File: src/rtl/multi_digit_timer.sv
// multi_digit_timer
//   BCD up/down timer with NUM_DIGITS digits, run/pause and lap (display
//   freeze) controls, and a time-multiplexed 7-segment display driver.
//
// Ports
//   clock     : sole clock, rising edge
//   reset     : synchronous active-high; loads the counter for the sampled mode
//   toggle    : level input, rising edge toggles run/pause
//   lap       : level input, rising edge toggles display freeze
//   mode_sel  : 00 up from 0, 01 up from preset, 10 down from all-9s,
//               11 down from preset (sampled only while reset is high)
//   preset    : BCD load value, digit i at [4i+3:4i]
//   seg       : active-low segments {g,f,e,d,c,b,a}
//   dp        : active-low decimal point
//   an        : active-low digit enables, an[i] = digit i
//   running   : high while counting
//   done      : high once the terminal count has been reached
module multi_digit_timer #(
  parameter int NUM_DIGITS  = 4,
  parameter int TICK_DIV    = 1000000,
  parameter int REFRESH_DIV = 100000,
  parameter int DP_POS      = 2
) (
  input  logic                    clock,
  input  logic                    reset,
  input  logic                    toggle,
  input  logic                    lap,
  input  logic [1:0]              mode_sel,
  input  logic [4*NUM_DIGITS-1:0] preset,
  output logic [6:0]              seg,
  output logic                    dp,
  output logic [NUM_DIGITS-1:0]   an,
  output logic                    running,
  output logic                    done
);

  localparam int W  = 4 * NUM_DIGITS;
  localparam int PW = $clog2(TICK_DIV);
  localparam int RW = $clog2(REFRESH_DIV);
  localparam int IW = $clog2(NUM_DIGITS);

  localparam logic [PW-1:0] TICK_LAST    = PW'(TICK_DIV - 1);
  localparam logic [RW-1:0] REFRESH_LAST = RW'(REFRESH_DIV - 1);
  localparam logic [IW-1:0] IDX_LAST     = IW'(NUM_DIGITS - 1);
  localparam logic [IW-1:0] DP_IDX       = IW'(DP_POS);
  localparam logic [W-1:0]  ALL_NINES    = {NUM_DIGITS{4'd9}};
  localparam logic [W-1:0]  ALL_ZEROS    = {W{1'b0}};

  // Force every preset digit into the 0..9 range.
  function automatic logic [W-1:0] f_clamp(input logic [W-1:0] v);
    logic [W-1:0] r;
    r = v;
    for (int i = 0; i < NUM_DIGITS; i++) begin
      if (v[4*i +: 4] > 4'd9) r[4*i +: 4] = 4'd9;
    end
    return r;
  endfunction

  // Counter value loaded by reset for a given mode.
  function automatic logic [W-1:0] f_load(input logic [1:0] m, input logic [W-1:0] p);
    logic [W-1:0] r;
    case (m)
      2'b00:   r = ALL_ZEROS;
      2'b01:   r = f_clamp(p);
      2'b10:   r = ALL_NINES;
      2'b11:   r = f_clamp(p);
      default: r = ALL_ZEROS;
    endcase
    return r;
  endfunction

  // BCD +1 with ripple carry.
  function automatic logic [W-1:0] f_inc(input logic [W-1:0] v);
    logic [W-1:0] r;
    logic         c;
    r = v;
    c = 1'b1;
    for (int i = 0; i < NUM_DIGITS; i++) begin
      if (c) begin
        if (v[4*i +: 4] >= 4'd9) begin
          r[4*i +: 4] = 4'd0;
        end else begin
          r[4*i +: 4] = v[4*i +: 4] + 4'd1;
          c = 1'b0;
        end
      end
    end
    return r;
  endfunction

  // BCD -1 with ripple borrow.
  function automatic logic [W-1:0] f_dec(input logic [W-1:0] v);
    logic [W-1:0] r;
    logic         b;
    r = v;
    b = 1'b1;
    for (int i = 0; i < NUM_DIGITS; i++) begin
      if (b) begin
        if (v[4*i +: 4] == 4'd0) begin
          r[4*i +: 4] = 4'd9;
        end else begin
          r[4*i +: 4] = v[4*i +: 4] - 4'd1;
          b = 1'b0;
        end
      end
    end
    return r;
  endfunction

  // Active-low {g,f,e,d,c,b,a} pattern for one BCD digit; blank otherwise.
  function automatic logic [6:0] f_seg(input logic [3:0] d);
    logic [6:0] s;
    case (d)
      4'd0:    s = 7'b1000000;
      4'd1:    s = 7'b1111001;
      4'd2:    s = 7'b0100100;
      4'd3:    s = 7'b0110000;
      4'd4:    s = 7'b0011001;
      4'd5:    s = 7'b0010010;
      4'd6:    s = 7'b0000010;
      4'd7:    s = 7'b1111000;
      4'd8:    s = 7'b0000000;
      4'd9:    s = 7'b0010000;
      default: s = 7'b1111111;
    endcase
    return s;
  endfunction

  logic          r_down;
  logic [W-1:0]  r_count;
  logic [W-1:0]  r_disp;
  logic          r_running;
  logic          r_done;
  logic          r_lap_hold;
  logic          r_toggle_q;
  logic          r_lap_q;
  logic          r_rst_q;
  logic [PW-1:0] r_presc;
  logic [RW-1:0] r_refresh;
  logic [IW-1:0] r_idx;

  logic          w_tick;
  logic          w_tog_edge;
  logic          w_lap_edge;
  logic [W-1:0]  w_count_step;
  logic          w_step_terminal;
  logic          w_cur_terminal;
  logic [W-1:0]  w_disp_val;
  logic [3:0]    w_digit;

  // Tick, edge detection and next-count evaluation.
  always_comb begin
    w_tick       = r_running && (r_presc == TICK_LAST);
    w_tog_edge   = toggle & ~r_toggle_q;
    w_lap_edge   = lap & ~r_lap_q;
    if (r_down) begin
      w_count_step    = f_dec(r_count);
      w_step_terminal = (w_count_step == ALL_ZEROS);
      w_cur_terminal  = (r_count == ALL_ZEROS);
    end else begin
      w_count_step    = f_inc(r_count);
      w_step_terminal = (w_count_step == ALL_NINES);
      w_cur_terminal  = (r_count == ALL_NINES);
    end
  end

  // Counter, run/done control, prescaler and lap capture.
  always_ff @(posedge clock) begin
    if (reset) begin
      r_down     <= mode_sel[1];
      r_count    <= f_load(mode_sel, preset);
      r_disp     <= ALL_ZEROS;
      r_running  <= 1'b0;
      r_done     <= 1'b0;
      r_lap_hold <= 1'b0;
      r_presc    <= {PW{1'b0}};
      r_toggle_q <= toggle;
      r_lap_q    <= lap;
      r_rst_q    <= 1'b1;
    end else begin
      r_toggle_q <= toggle;
      r_lap_q    <= lap;
      r_rst_q    <= 1'b0;

      // Capture uses the pre-tick count, so a same-cycle tick is not seen.
      if (w_lap_edge) begin
        r_lap_hold <= ~r_lap_hold;
        if (!r_lap_hold) r_disp <= r_count;
      end

      if (w_tick) r_count <= w_count_step;

      if (r_running) begin
        r_presc <= w_tick ? {PW{1'b0}} : r_presc + PW'(1);
      end

      // A load that is already terminal reports done on the first cycle
      // out of reset; a terminal tick wins over a same-cycle toggle.
      if (r_rst_q && w_cur_terminal) begin
        r_done    <= 1'b1;
        r_running <= 1'b0;
      end else if (w_tick && w_step_terminal) begin
        r_done    <= 1'b1;
        r_running <= 1'b0;
      end else if (w_tog_edge) begin
        r_running <= r_done ? 1'b0 : ~r_running;
      end
    end
  end

  // Free-running display refresh and digit index.
  always_ff @(posedge clock) begin
    if (reset) begin
      r_refresh <= {RW{1'b0}};
      r_idx     <= {IW{1'b0}};
    end else if (r_refresh == REFRESH_LAST) begin
      r_refresh <= {RW{1'b0}};
      r_idx     <= (r_idx == IDX_LAST) ? {IW{1'b0}} : r_idx + IW'(1);
    end else begin
      r_refresh <= r_refresh + RW'(1);
    end
  end

  // Display decode from registers only.
  always_comb begin
    w_disp_val = r_lap_hold ? r_disp : r_count;
    w_digit    = 4'd0;
    an         = {NUM_DIGITS{1'b1}};
    for (int i = 0; i < NUM_DIGITS; i++) begin
      if (r_idx == IW'(i)) begin
        w_digit = w_disp_val[4*i +: 4];
        an[i]   = 1'b0;
      end
    end
    seg = f_seg(w_digit);
    dp  = (r_idx == DP_IDX) ? 1'b0 : 1'b1;
  end

  assign running = r_running;
  assign done    = r_done;

endmodule
File: config.mk
export PLATFORM = sky130hd
export DESIGN_NAME = multi_digit_timer
export DESIGN_NICKNAME = d
export VERILOG_FILES = /design/src/rtl/multi_digit_timer.sv
export SDC_FILE = /design/constraint.sdc
export NUM_CORES = 1
export LEC_CHECK = 0
export CAP_MARGIN = 10
export CORE_MARGIN = 2
export CORE_UTILIZATION = 48
export CTS_BUF_LIST = sky130_fd_sc_hd__clkbuf_2 sky130_fd_sc_hd__clkbuf_4 sky130_fd_sc_hd__clkbuf_8
export DETAILED_ROUTE_END_ITERATION = 8
export PLACE_DENSITY = 0.67
export SLEW_MARGIN = 15
export SYNTH_ARGS = -nofsm -noshare
export SYNTH_HDL_FRONTEND = slang
export SYNTH_SLANG_ARGS = --single-unit
File: constraint.sdc
create_clock -name clock -period 3.6 [get_ports clock]
set_input_delay 0.72 -clock clock [delete_from_list [all_inputs] [get_ports clock]]
set_output_delay 0.72 -clock clock [all_outputs]
set_load 0.05 [all_outputs]
==> metrics, run 1 <==
# diodes 0; cts hold-fix bufs 0; vias per cell 5.82; R2R Path Start r_count[5]; placed insts slightly below 800; CTS tree yes; Tmin final 3.44 ns; max layer used met4; fin cells 797; Fin. Hold Viols 0; Cell variety after synth 78; Cells after Synth between 600 and 700; hold slack 0.443 ns; routed wl met2 5.98 mm; Die Area between 10,000 and 15,000 um2; drt drc 0; via count between 4k and 5k; worst hold path class flip-flop to flip-flop; max-cap violation count 0; Area Overhead vs Synth 15.6%; hold_sp r_refresh[0]; P_int 1.50 mW; overall die height 107 um; wl on met1 between 5 and 6 mm; FF+latch count, synth 78; met3 WL 566 um; combinational power share 25.0%; final period utilization between 90 and 100%; synthesized area around 5100 um2; DR pass1 iterations 5; first-pass GRT wire length 20.4 mm; VDD IR max 0.000209 V; Sequential Power Share 43.5%; worst slew pin tran approximately 1.0 ns; Core Rows 37; final HPWL from detailed placement 9.11 mm; status finished clean; post-layout worst setup margin 0.164 ns; worst-path cell chain mux2_2, a221oi_1, a21oi_1, a21oi_4, nand2b_1, a2bb2oi_1, buf_12; Fmax around 290 MHz; reg2reg path depth 9; Place WS roughly 0.26 ns; clock buffer depth 2; Cell Area, Placed 5690 um2; Avg Inst Size Synth about 8.2 um2; yosys warns 0; Worst-Skew Late Latency 0.36 ns; number of global-route vias before repair 4,290; Synth async-reset ratio 0%; Root Buffer clkbuf_8; antenna violations before repair 0; Routed WL 12.5 mm; Setup TNS 0 ns; clk sinks 78; grt ovf 0; Port Buffers 35; Initial Util between 40% and 50%; Static Leakage ~2.2 nW; Design Area, Final 5940 um2; PwrDens 375 nW/um2; total track usage 22.0%; CP startpoint kind flip-flop; H-Tree Depth 3; setup slack, reg-to-reg 0.71 ns; Nets 702; P_sw 0.727 mW; RePlAce Congestion 0.932; Hold Path Stages 1; core box area 10,400 um2; Util after Layout 57.3%; initial drt markers 465; Min-Delay Endpoint r_refresh[0]; fillers between 900 and 1k; Mapped Nets 674; overall power approximately 2.2 mW; Worst EP arrival 2.72 ns; slowest stage cell, crit path dfxtp_2; DR WL/cell 15.7 um; Req. time, crit path 2.88 ns; clock skew after layout approximately 0.0090 ns; slowest stage delay, CP 0.51 ns; sequential area share after synthesis 33.7%; Main synth FF type dfxtp_1; CTS clk-pin slew, worst paths 0.09 ns; CP max FO 13; largest net degree at the start of global routing 60; CTS Buf Count 9; switch share 32.6%; r2r endpoint running; Post-synth EDFFs 17; layout cell share with drive strength beyond 1 approximately 12%; Critical Path End Type output port; antenna viol nets, final 0; Setup CP Type flip-flop to output port; Slew Limit Fails 0; Die Wd 107 um; Clock Power Share 31.5%; # setup viols final 0; Slew Limit Headroom 33.4%; I/O pin cnt 36
[power by group through the flow]
stage                     Sequential [mW]  Combinational, mW  Clock [mW]
after floorplan                     0.976              0.362           0
after global placement              0.990              0.530           0
after detailed placement            0.989              0.543           0
after CTS                           0.969              0.547       0.720
after global routing                0.975              0.600       0.748
final                               0.970              0.558       0.703
[Yosys cell counts (3+ instances only)]
cell / n / share of area, %
nor4_1: 3 / 0.37
o211ai_1: 4 / 0.58
inv_1: 28 / 2.0
buf_4: 5 / 0.73
a311oi_1: 3 / 0.51
nand3_1: 28 / 2.7
a221oi_1: 5 / 0.85
clkbuf_1: 24 / 1.8
or3_1: 4 / 0.49
mux2_2: 6 / 1.3
buf_2: 9 / 0.88
a211oi_1: 4 / 0.58
nand2b_1: 15 / 1.8
ha_1: 24 / 5.8
a2bb2oi_1: 3 / 0.51
o21ai_0: 22 / 2.1
xor2_1: 20 / 3.4
dfxtp_1: 61 / 24
edfxtp_1: 17 / 9.9
o22ai_1: 4 / 0.49
or4_1: 3 / 0.44
or3b_1: 3 / 0.51
a22oi_1: 3 / 0.44
mux2i_1: 11 / 2.1
nor4_2: 6 / 1.5
mux2_1: 4 / 0.88
nor2b_1: 7 / 0.85
nor3b_1: 7 / 1.0
a31oi_1: 11 / 1.3
a21oi_1: 34 / 3.3
and3_1: 7 / 0.85
xnor2_1: 13 / 2.2
nand4_1: 10 / 1.2
nor2_1: 67 / 4.9
nand2_1: 77 / 5.6
nand4b_1: 3 / 0.51
nor3_1: 12 / 1.2
o21ai_1: 12 / 1.2
[layer usage]
layer / track usage (%) / vias to the layer above
met5: 0 / -
met4: 8.06 / 0
met3: 3.57 / 28
met1: 28.5 / 2192
li1: - / 2298
met2: 37.0 / 123
[kinds of logic after synthesis]
group,share of synthesized area [%]
AO/OA/AOI/OAI,17.3
XOR/XNOR,5.62
adder cells (fa/ha/maj),5.84
buffers and inverters,5.55
flip-flops,33.7
multiplexers,4.77
AND/OR/NAND/NOR,27.3
[timing repair]
item / in CTS / in global routing
gates resized for setup: 2 / 6
pin swaps: 1 / 0
endpoints found under the hold margin: 0 / 0
buffers inserted: 1 / 0
endpoints found under the setup margin: 6 / 4
[critical path, delay by kind of cell (launching register included)]
family | cells | cell delay, ns
compound gates | 4 | 1.04
flops | 1 | 0.51
mux | 1 | 0.39
simple gates | 1 | 0.23
buf+inv | 1 | 0.18
[worst max path at each step]
stage                   to       start  slack [ns]
finish              seg[6]  r_lap_hold        0.16
global route        seg[4]    r_idx[1]      -0.009
CTS                 seg[5]    r_idx[1]        0.05
detailed placement  seg[5]    r_idx[1]        0.26
global placement    seg[4]    r_idx[1]        0.41
floorplan           seg[5]    r_idx[1]        0.14
[cells in the final DEF, fill, tap and decap left out, drive strengths merged, types with 6 or more instances in the layout]
master / n
nor3: 12
inv: 32
xnor2: 13
mux2: 10
mux2i: 11
clkbuf: 9
nor2: 68
or3b: 6
nor2b: 7
xor2: 20
nand4: 10
nand2: 77
nor4: 9
ha: 24
a31oi: 11
nor3b: 10
a21oi: 35
a221oi: 6
nand2b: 15
nand3: 28
and3: 7
buf: 29
dfxtp: 61
edfxtp: 17
o21ai: 35
clkdlybuf4s50: 27
[cell type report]
type                            instances  area [um2]  area share, %
Clock buffer                            9         124           2.08
Clock inverter                          7        87.6           1.47
Inverter                               29         109           1.83
Multi-Input combinational cell        482        3160           53.1
Sequential cell                        78        1730           29.2
Tap cell                              136         170           2.86
Timing Repair Buffer                   56         561           9.43
[state kept, by name, indices dropped and copies added, names as in the netlist]
name and cells:
r_down 1, r_presc 20, r_count 16, r_refresh 17
r_lap_hold 1, r_toggle_q 1, r_lap_q 1, running 1
r_rst_q 1, r_disp 16, done 1, r_idx 2
No activity file was read; power rests on OpenSTA's default activity.
==> run 2: changes to the inputs <==
--- a/config.mk
+++ b/config.mk
@@ -11,6 +11,7 @@
 export CTS_BUF_LIST = sky130_fd_sc_hd__clkbuf_2 sky130_fd_sc_hd__clkbuf_4 sky130_fd_sc_hd__clkbuf_8
 export DETAILED_ROUTE_END_ITERATION = 8
 export PLACE_DENSITY = 0.67
+export REMOVE_ABC_BUFFERS = 1
 export SLEW_MARGIN = 15
 export SYNTH_ARGS = -nofsm -noshare
 export SYNTH_HDL_FRONTEND = slang
==> metrics, run 2 (same netlist as run 1, synthesis figures left out) <==
status finished clean; clock buffer depth 2; Hold Path Stages 1; worst slew pin tran 0.815 ns; Slew Limit Headroom 45.7%; Fmax 289 MHz; Setup CP Type flip-flop to output port; Area Overhead vs Synth 14.9%; largest net degree at the start of global routing 60; Nets 700; first-pass GRT wire length 20.9 mm; Worst-Skew Late Latency 0.37 ns; Core Rows 37; grt ovf 0; final period utilization 96.1%; Root Buffer clkbuf_8; clk sinks 78; cell family with most CP delay compound AO/OA/AOI/OAI gates; slowest stage delay, CP 0.49 ns; post-layout worst setup margin roughly 0.14 ns; Tmin final 3.46 ns; Slew Limit Fails 0; # setup viols final 0; cts hold-fix bufs 0; Place WS 0.203 ns; layout cell share with drive strength beyond 1 about an eighth; max FFs per register 20; crit path buf inv count 1; worst hold path class flip-flop to flip-flop; clock skew after layout 0.0173 ns; total track usage 22.7%; CP max FO 12; initial drt markers 376; slowest stage cell, crit path dfxtp_2; # diodes 0; vias per cell 5.83; DR pass1 iterations 5; Routed WL 12.6 mm; Req. time, crit path 2.88 ns; worst-path cell chain mux2_2, a221oi_1, a21oi_1, a21oi_4, nand2b_1, a2bb2oi_1, buf_12; hold slack 0.445 ns; H-Tree Depth 3; CP startpoint kind flip-flop; reg2reg path depth 9; Min-Delay Endpoint r_refresh[0]; PwrDens 364 nW/um2; overall die height around 110 um; r2r endpoint running; RSZ-0062 raised after global routing false; via count roughly 4.6k; Biggest register r_presc; fillers 926; leading registers by flop count r_presc (20), r_refresh (17); I/O pin cnt 36; R2R Path Start r_count[4]; RePlAce Congestion 0.946; Die Area approximately 12,000 um2; Static Leakage 2.15 nW; CTS Buf Count 9; Fin. Hold Viols 0; CTS clk-pin slew, worst paths 0.10 ns; core box area 10,400 um2; DR WL/cell 15.8 um; drt drc 0; CP startpoint r_lap_hold; hold_sp r_refresh[0]; final HPWL from detailed placement 8.94 mm; antenna viol nets, final 0; Die Wd 107 um; number of global-route vias before repair 4,358; setup slack, reg-to-reg 0.60 ns; max-cap violation count 0; Port Buffers 35; Worst EP arrival 2.74 ns; antenna violations before repair 0; CTS tree yes; Critical Path End Type output port; most frequent cells in the layout nand2_1 (77), nor2_1 (67), dfxtp_1 (59), a21oi_1 (34); commonest non-fill, non-tap cell in the layout nand2_1; Initial Util 49.6%; VDD IR max 0.000178 V
[run 2: cell count changes in the layout (fill, tap and decap cells not counted), sizes merged]
cell and delta:
buf -2, clkbuf +2, inv -2, bufinv -1
clkinvlp +1
[run 2: where the power goes]
part	leakage (nW)	internal [mW]	switching [mW]
sequential	0.665	0.932	0.0414
combinational	1.39	0.236	0.318
clock	0.0935	0.278	0.346
[run 2: routing by layer]
metal	vias up	share of wire [%]	global-route usage, %
met5	-	0	0
met4	0	3.5	10.8
met3	35	4.3	4.36
met2	111	47	37.2
met1	2203	46	28.8
li1	2288	-	-
[run 2: repair_timing]
| item | CTS | global route |
|---|---|---|
| pin swaps | 1 | 0 |
| setup endpoints to repair | 5 | 7 |
| gates resized for setup | 2 | 7 |
| buffers inserted | 1 | 0 |
[run 2: final cells by class]
class | count | area, um2 | share of cell area (%)
flip-flops and latches | 78 | 1730 | 29.4
clock buffers | 11 | 145 | 2.46
multi-input cells | 482 | 3160 | 53.4
clock inverters | 5 | 32.5 | 0.551
well taps | 136 | 170 | 2.88
repair buffers | 54 | 558 | 9.45
inverters | 29 | 109 | 1.84
[run 2: how the worst max path moves through the flow]
stage,end,slack (ns),depth (start not counted)
floorplan,seg[5],-0.26,6
global route,seg[0],0.02,7
finish,seg[6],0.14,7
global placement,seg[5],0.42,10
CTS,seg[6],0.002,7
detailed placement,seg[4],0.20,11
[run 2: worst register-to-register path, stage by stage (launching register included)]
cell and delay [ns]:
edfxtp_1 0.51, buf_4 0.21, inv_1 0.11, ha_1 0.36, nor3b_4 0.40, nand3_1 0.17
or3b_2 0.46, a31oi_1 0.32, a221oi_2 0.14, nor3b_2 0.19
[run 2: per-stage QoR]
| stage | utilization, % | instances | setup TNS, ns | power (mW) | area, um2 |
|---|---|---|---|---|---|
| floorplan | - | 589 | -0.933 | 1.31 | 4960 |
| global placement | 54.8 | 778 | 0 | 1.52 | 5680 |
| detailed placement | 54.8 | 778 | 0 | 1.53 | 5680 |
| CTS | 56.7 | 795 | 0 | 2.16 | 5880 |
| global route | 56.9 | 795 | 0 | 2.26 | 5900 |
| finish | 56.9 | 795 | 0 | 2.15 | 5900 |
